File: src/rtl/narrow_pkg.sv
// Shared types and constants for the 32-to-16 narrowing block.
package narrow_pkg;

  localparam int unsigned DW_IN  = 32;
  localparam int unsigned DW_OUT = 16;

  typedef enum logic [1:0] {
    IDLE    = 2'd0,
    SEND_LO = 2'd1,
    SEND_HI = 2'd2
  } state_t;

  localparam logic [DW_OUT-1:0] SAT_MAX = 16'h7FFF;
  localparam logic [DW_OUT-1:0] SAT_MIN = 16'h8000;

  localparam logic MODE_NARROW = 1'b0;
  localparam logic MODE_SPLIT  = 1'b1;

  // One output beat as held in the output register.
  typedef struct packed {
    logic [DW_OUT-1:0] data;
    logic              ovf;
    logic              last;
  } beat_t;

endpackage

File: src/rtl/narrow_32_to_16_sat.sv
// Combinational signed 32->16 narrowing with optional saturation.
module sat_32_to_16
  import narrow_pkg::*;
(
  input  logic [DW_IN-1:0]  in,
  input  logic              sat,
  output logic [DW_OUT-1:0] out,
  output logic              ovf
);

  logic in_range;

  // Representable iff the top 17 bits are a pure sign extension.
  assign in_range = (&in[DW_IN-1:DW_OUT-1]) | ~(|in[DW_IN-1:DW_OUT-1]);

  always_comb begin
    out = in[DW_OUT-1:0];
    ovf = ~in_range;
    if (!in_range && sat) begin
      out = in[DW_IN-1] ? SAT_MIN : SAT_MAX;
    end
  end

endmodule

File: src/rtl/narrow_32_to_16.sv
// Stream narrower: one 32-bit word in, one (narrow) or two (split) halfwords out.
// Optional overflow beat counter enabled by NARROW_OVF_COUNT_EN.
module narrow_32_to_16
  import narrow_pkg::*;
#(
  parameter bit SAT = 1'b1
) (
  input  logic              clk,
  input  logic              rst,
  input  logic              in_valid,
  output logic              in_ready,
  input  logic [DW_IN-1:0]  in_data,
  input  logic              in_mode,
  output logic              out_valid,
  input  logic              out_ready,
  output logic [DW_OUT-1:0] out_data,
  output logic              out_ovf,
  output logic              out_last
`ifdef NARROW_OVF_COUNT_EN
  ,
  output logic [15:0]       ovf_count
`endif
);

  state_t            state, state_nxt;
  beat_t             beat_q, beat_nxt, load_beat;
  logic              valid_nxt;
  logic [DW_OUT-1:0] hi_q, hi_nxt;
  logic [DW_OUT-1:0] sat_out;
  logic              sat_ovf;
  logic              accept, take;

  sat_32_to_16 u_sat (
    .in  (in_data),
    .sat (SAT),
    .out (sat_out),
    .ovf (sat_ovf)
  );

  assign take     = out_valid && out_ready;
  assign in_ready = !rst && (state == IDLE || (out_ready && out_last && out_valid));
  assign accept   = in_valid && in_ready;

  assign out_data = beat_q.data;
  assign out_ovf  = beat_q.ovf;
  assign out_last = beat_q.last;

  // First (or only) beat of a freshly accepted word.
  always_comb begin
    if (in_mode == MODE_SPLIT) begin
      load_beat = '{data: in_data[DW_OUT-1:0], ovf: 1'b0, last: 1'b0};
    end else begin
      load_beat = '{data: sat_out, ovf: sat_ovf, last: 1'b1};
    end
  end

  // Next-state and next-output logic; a new accept overrides the drain path.
  always_comb begin
    state_nxt = state;
    beat_nxt  = beat_q;
    valid_nxt = out_valid;
    hi_nxt    = hi_q;
    case (state)
      IDLE: ;
      SEND_LO: begin
        if (take) begin
          if (beat_q.last) begin
            state_nxt = IDLE;
            valid_nxt = 1'b0;
          end else begin
            state_nxt = SEND_HI;
            beat_nxt  = '{data: hi_q, ovf: 1'b0, last: 1'b1};
          end
        end
      end
      SEND_HI: begin
        if (take) begin
          state_nxt = IDLE;
          valid_nxt = 1'b0;
        end
      end
      default: begin
        state_nxt = IDLE;
        valid_nxt = 1'b0;
      end
    endcase
    if (accept) begin
      state_nxt = SEND_LO;
      valid_nxt = 1'b1;
      beat_nxt  = load_beat;
      if (in_mode == MODE_SPLIT) begin
        hi_nxt = in_data[DW_IN-1:DW_OUT];
      end
    end
  end

  always_ff @(posedge clk) begin
    if (rst) begin
      state     <= IDLE;
      out_valid <= 1'b0;
      beat_q    <= '0;
      hi_q      <= '0;
    end else begin
      state     <= state_nxt;
      out_valid <= valid_nxt;
      beat_q    <= beat_nxt;
      hi_q      <= hi_nxt;
    end
  end

`ifdef NARROW_OVF_COUNT_EN
  // Saturating count of delivered overflow beats.
  always_ff @(posedge clk) begin
    if (rst) begin
      ovf_count <= '0;
    end else if (take && out_ovf && ovf_count != 16'hFFFF) begin
      ovf_count <= ovf_count + 16'd1;
    end
  end
`endif

endmodule
File: config.mk
export PLATFORM = sky130hd
export DESIGN_NAME = narrow_32_to_16
export DESIGN_NICKNAME = d
export VERILOG_FILES = /design/src/rtl/narrow_pkg.sv /design/src/rtl/narrow_32_to_16_sat.sv /design/src/rtl/narrow_32_to_16.sv
export SDC_FILE = /design/constraint.sdc
export NUM_CORES = 1
export LEC_CHECK = 0
export ABC_AREA = 1
export ABC_CLOCK_PERIOD_IN_PS = 1400
export CORE_AREA = 8 8 72 74
export CTS_CLUSTER_SIZE = 12
export DETAILED_ROUTE_END_ITERATION = 10
export DIE_AREA = 0 0 80 82
export PLACE_DENSITY = 0.77
export SYNTH_ARGS = -nofsm -noshare
export SYNTH_HDL_FRONTEND = slang
export SYNTH_SLANG_ARGS = --single-unit
File: constraint.sdc
create_clock -name clk -period 1.4 [get_ports clk]
set_input_delay 0.21 -clock clk [delete_from_list [all_inputs] [get_ports clk]]
set_output_delay 0.21 -clock clk [all_outputs]
set_load 0.05 [all_outputs]
# Yosys cells after proc, flatten, opt, wreduce, memory -nomap -nowiden
# Cells that the tools add are included.
# classes
eq_ne	9
n_mux	17
n_bitwise	4
reduce_logical	19
# op_table
operator	n
$mux 18	5
$mux 16	2
$reduce_and 17->1	1
$reduce_or 17->1	1
$ne 3x3->1 const B	3
$reduce_and 3->1	3
$mux 2	3
$ne 2x2->1 const B	3
$pmux 2 s3	1
$logic_and 1x1->1	5
$mux 1	5
$reduce_and 2->1	2
$reduce_and 4->1	1
$reduce_bool 2->1	2
$not 1->1	3
$pmux 1 s3	1
$eq 2x1->1 const B	1
$eq 2x2->1 const B	1
$logic_not 2->1	1
$ne 2x1->1 const B	1
$reduce_or 2->1	1
$logic_not 1->1	1
$logic_or 1x1->1	1
$or 1x1->1	1
# totals
register_bits	37
out_inout_bits	20

# Logic depth before layout (Yosys ltp)
# logic_depth
depth_word	7
mapped_depth	10
ltp_nobuf	10

# Modules after synthesis
# Synthesis repeated with hierarchy kept, for this count alone.
# unflattened
cells_unflattened	420
area_unflattened_um2	2479.9
# modules_own_cells
module	instances	cells_per_inst	area_per_inst_um2	seq_area_each_um2
narrow_32_to_16	1	344	2100.8	740.7
sat_32_to_16	1	76	379.1	0.0

# Worst setup path after synthesis
# No wires, ideal clock.
# synth_path
path_type	register to output
from	register out_valid
to	output port in_ready
arrival_time_ns	1.692
t_required_ns	1.190
setup_slack_ns	-0.502
stages_incl_launch_ff	5
path_buffers	0
cell_sequence	dfxtp_1 nand2_2 o21ai_2 inv_1 nor2_1
# synth_via
elab_chain_len	3
# synth_rtl
element	line_no	rtl
from (decl)	narrow_32_to_16.sv:14	output logic out_valid,
from (signal assigned)	narrow_32_to_16.sv:105	out_valid <= valid_nxt;
$logic_and 1x1->1	narrow_32_to_16.sv:41	assign in_ready = !rst && (state == IDLE || (out_ready && out_last && out_valid));
$logic_or 1x1->1	narrow_32_to_16.sv:41	
$logic_and 1x1->1	narrow_32_to_16.sv:41	
to (decl)	narrow_32_to_16.sv:11	output logic in_ready,
# Every way passes these cells.

# Worst setup path in the final report
# layout_path
from	register out_valid
to	register beat_q, in the netlist out_data[8]
# layout_via
elab_chain_len	6
word_cells_on_any_way	10
cone_classes	eq/ne (1); mux (1); reduce/logical (8)
# layout_rtl
element	line_no	rtl
$logic_and 1x1->1	narrow_32_to_16.sv:41	
$logic_or 1x1->1	narrow_32_to_16.sv:41	
$logic_and 1x1->1	narrow_32_to_16.sv:41	
$logic_and 1x1->1	narrow_32_to_16.sv:42	assign accept = in_valid && in_ready;
$ne 2x1->1 (no line) / $reduce_bool 2->1 (equally long branches)	-	
$reduce_and 3->1 (no line)	-	
to (signal assigned)	narrow_32_to_16.sv:106	beat_q <= beat_nxt;
to (decl)	narrow_32_to_16.sv:26	beat_t beat_q, beat_nxt, load_beat;
# Parallel ways exist; a longest one is shown, timed or not.
# A chain may end at the register's enable or synchronous reset.

==> reports/summary.txt <==
Hold crit path type - input port to flip-flop
GR Overflow Total - 0
Most frequent CP cell - nand2_1
Most instantiated cells after synthesis - nand2_1 (83), dfxtp_1 (37), a21oi_1 (26), o21ai_0 (25), inv_1 (24)
Routed wire length - 6.01 mm
Critical path required time - 1580 ps
Library cells used by synthesis - 18
Largest net degree at the start of global routing - 36
Reg clk slew, reported paths - 70 ps
Largest family of logic cells by synthesized area - simple AND/OR/NAND/NOR gates
Post-synth ARST share - 0
Clk sinks - 37
Crit end category - flip-flop
# setup viols final - 4
Startpoint Class - flip-flop
Layout cells sized above 1 - 0.371
Slew Viols, Final - 0
Die height - 82 um
Clock Latency Late Sink - 290 ps
Fin crit period - 1420 ps
Data arrival time of the critical path - 1600 ps
Num CTS Buffers - 5
Synth Area in XOR/XNOR - 0
Post-Syn Area - 0.00178 mm2
Unrepaired setup endpoints after global routing - true
Post-route ant nets - 0
Drc violations - 0
Pre-CTS setup slack - -367 ps
Setup Skew - 5.70 ps
Final hold violations - 0
Clk buf depth - 2
Fmax - 702 MHz
CP max stage cell - dfxtp_4
Post-synthesis mux area share - 0
Most common cell in the synthesized netlist - nand2_1
CP Class - flip-flop to flip-flop
CP Cell Sequence - nand2_4 -> o21ai_4 -> nand3_4 -> a21oi_4 -> buf_6 -> nand2_1 -> nand2_1 -> a21oi_1
Adder-Cell Fraction of Synth Area - 0
N_diodes - 0
Post-layout worst setup margin - -24.0 ps
Initial antenna violation count - 0
Worst Max-Slew Pin Slew - 423 ps
Synth warn - 0
Post-synth top area share - 0.416
Ys flop type - dfxtp_1
Vias in the first global route - 1864
Boundary Pins - 57
PwrDens - 992 mW/mm2
Peak VDD IR - 0.000704 V
Top cells by area, synth - dfxtp_1 (42%), nand2_1 (17%), a21oi_1 (7.3%)
Synth Net Count - 298
Failing checks - negative setup slack
Crit path buffers/inverters - 1
CTS tree - done
Compound-Gate Fraction of Synth Area - 0.233
Core ar. - 0.00414 mm2
Fin crit share - 1.02
First-iteration detailed-routing DRC count - 147
H-tree Lvls - 2
Port bufs - 56
Largest area contributor in the netlist - dfxtp_1
GRT Total Usage - 0.160
CTS Root Cell - clkbuf_8
#FFs+latches synth - 37
Die area - 0.00656 mm2
Top delay family on crit path - compound AO/OA/AOI/OAI gates
Initial Utilization - 0.430
Post-Synth Simple-Gate Area - 0.257
Leak - 1.37 nW
Final design utilization - 0.754
Outcome - finished, violations left
Max incr delay on CP - 360 ps
P&R area growth vs syn - 75.5%
Sequential fraction of the synthesis area - 0.416
Row count - 24
Max FO, Critical Path - 6
Gate Count Post-Synth - 261
Post-route setup TNS - -35.0 ps
Drt pass-1 iters - 4
Max-cap violations - 0
Overall power - 3.10 mW
Slew margin rel. - 0.718
Vias per cell - 5.18
Synth Area per Inst - 6.82 um2
Die width - 80 um
First-pass GRT wire length - 8.31 mm
Routability congestion estimate - 0.782
WL/cell - 15.1 um
Post-synth EDFFs - 0
Vias - 2055
Placed wire-length estimate - 3.73 mm
Nets@finish - 381
==> sequential cells by signal (all words and copies together) (netlist names) <==
name       flops
hi_q          16
out_data      16
state          2
out_last       1
out_ovf        1
out_valid      1
==> power by group <==
group          total, mW  switching (mW)  internal, mW
Clock              0.716           0.363         0.354
Combinational       1.17           0.625         0.542
Sequential          1.22          0.0721          1.14
Total               3.10            1.06          2.04
==> worst min-delay path: stages <==
cell	delay (ps)
dlygate4sd2_1	230
o21ai_1	80
a21oi_1	100
==> area by class of cell <==
type                       count  area [um2]
timing repair buffer          89        1070
fill                         281        1020
inverter                      25        96.3
tap                           52        65.1
multi-input combinational    186        1060
sequential                    37         749
clock buffer                   8        80.1
==> routing by layer <==
metal	track usage	up-vias	share of wire
li1	-	1003	-
met1	0.183	965	0.40
met2	0.280	77	0.53
met3	0.0394	10	0.058
met4	0.0600	0	0.019
met5	0	-	0
==> cell families (layout without fill, tap and decap cells) <==
kind of cell	after synthesis	count (layout)
compound gates	72	72
buf+inv	38	122
flops	37	37
simple gates	114	114
==> cells in the final DEF, fill, tap and decap left out, drive strengths merged <==
cell           synthesis  routed
clkdlybuf4s50          0      19
inv                   25      25
nand3                  8       8
a21oi                 36      36
buf                    9      51
nand2                 86      86
nor2                  20      20
o21ai                 35      35
dfxtp                 37      37
dlygate4sd2            0      17
clkbuf                 4      10
o211ai                 1       1
==> final timing paths <==
check             slack (ps)  cells past startpoint                    from                       end
setup / recovery         -20                      8  out_valid$_SDFFE_PP0P_  out_data[8]$_SDFFE_PP0P_
hold reg to reg          460                      2   hi_q[14]$_SDFFE_PP0P_     hi_q[14]$_SDFFE_PP0P_
hold / removal           370                      3             in_data[21]      hi_q[5]$_SDFFE_PP0P_
setup reg to reg         -20                      8  out_valid$_SDFFE_PP0P_  out_data[8]$_SDFFE_PP0P_
==> through the flow <==
stage / instance area (um2) / hold WS (ps) / std cells
after floorplan: 1800 / 279 / 261
after global routing: 3120 / 400 / 397
after global placement: 2780 / 440 / 379
final: 3120 / 366 / 397
after detailed placement: 2780 / 446 / 379
after CTS: 2960 / 383 / 394
==> what timing repair did <==
action                                  4_1_cts  5_1_grt
pin swaps                                    12       18
buffers inserted                              6        4
gates resized for setup                      35       55
cloned                                        1        2
hold buffers                                  0        0
endpoints found under the setup margin       32       32
Note: power is estimated with default switching activity, not from simulation.
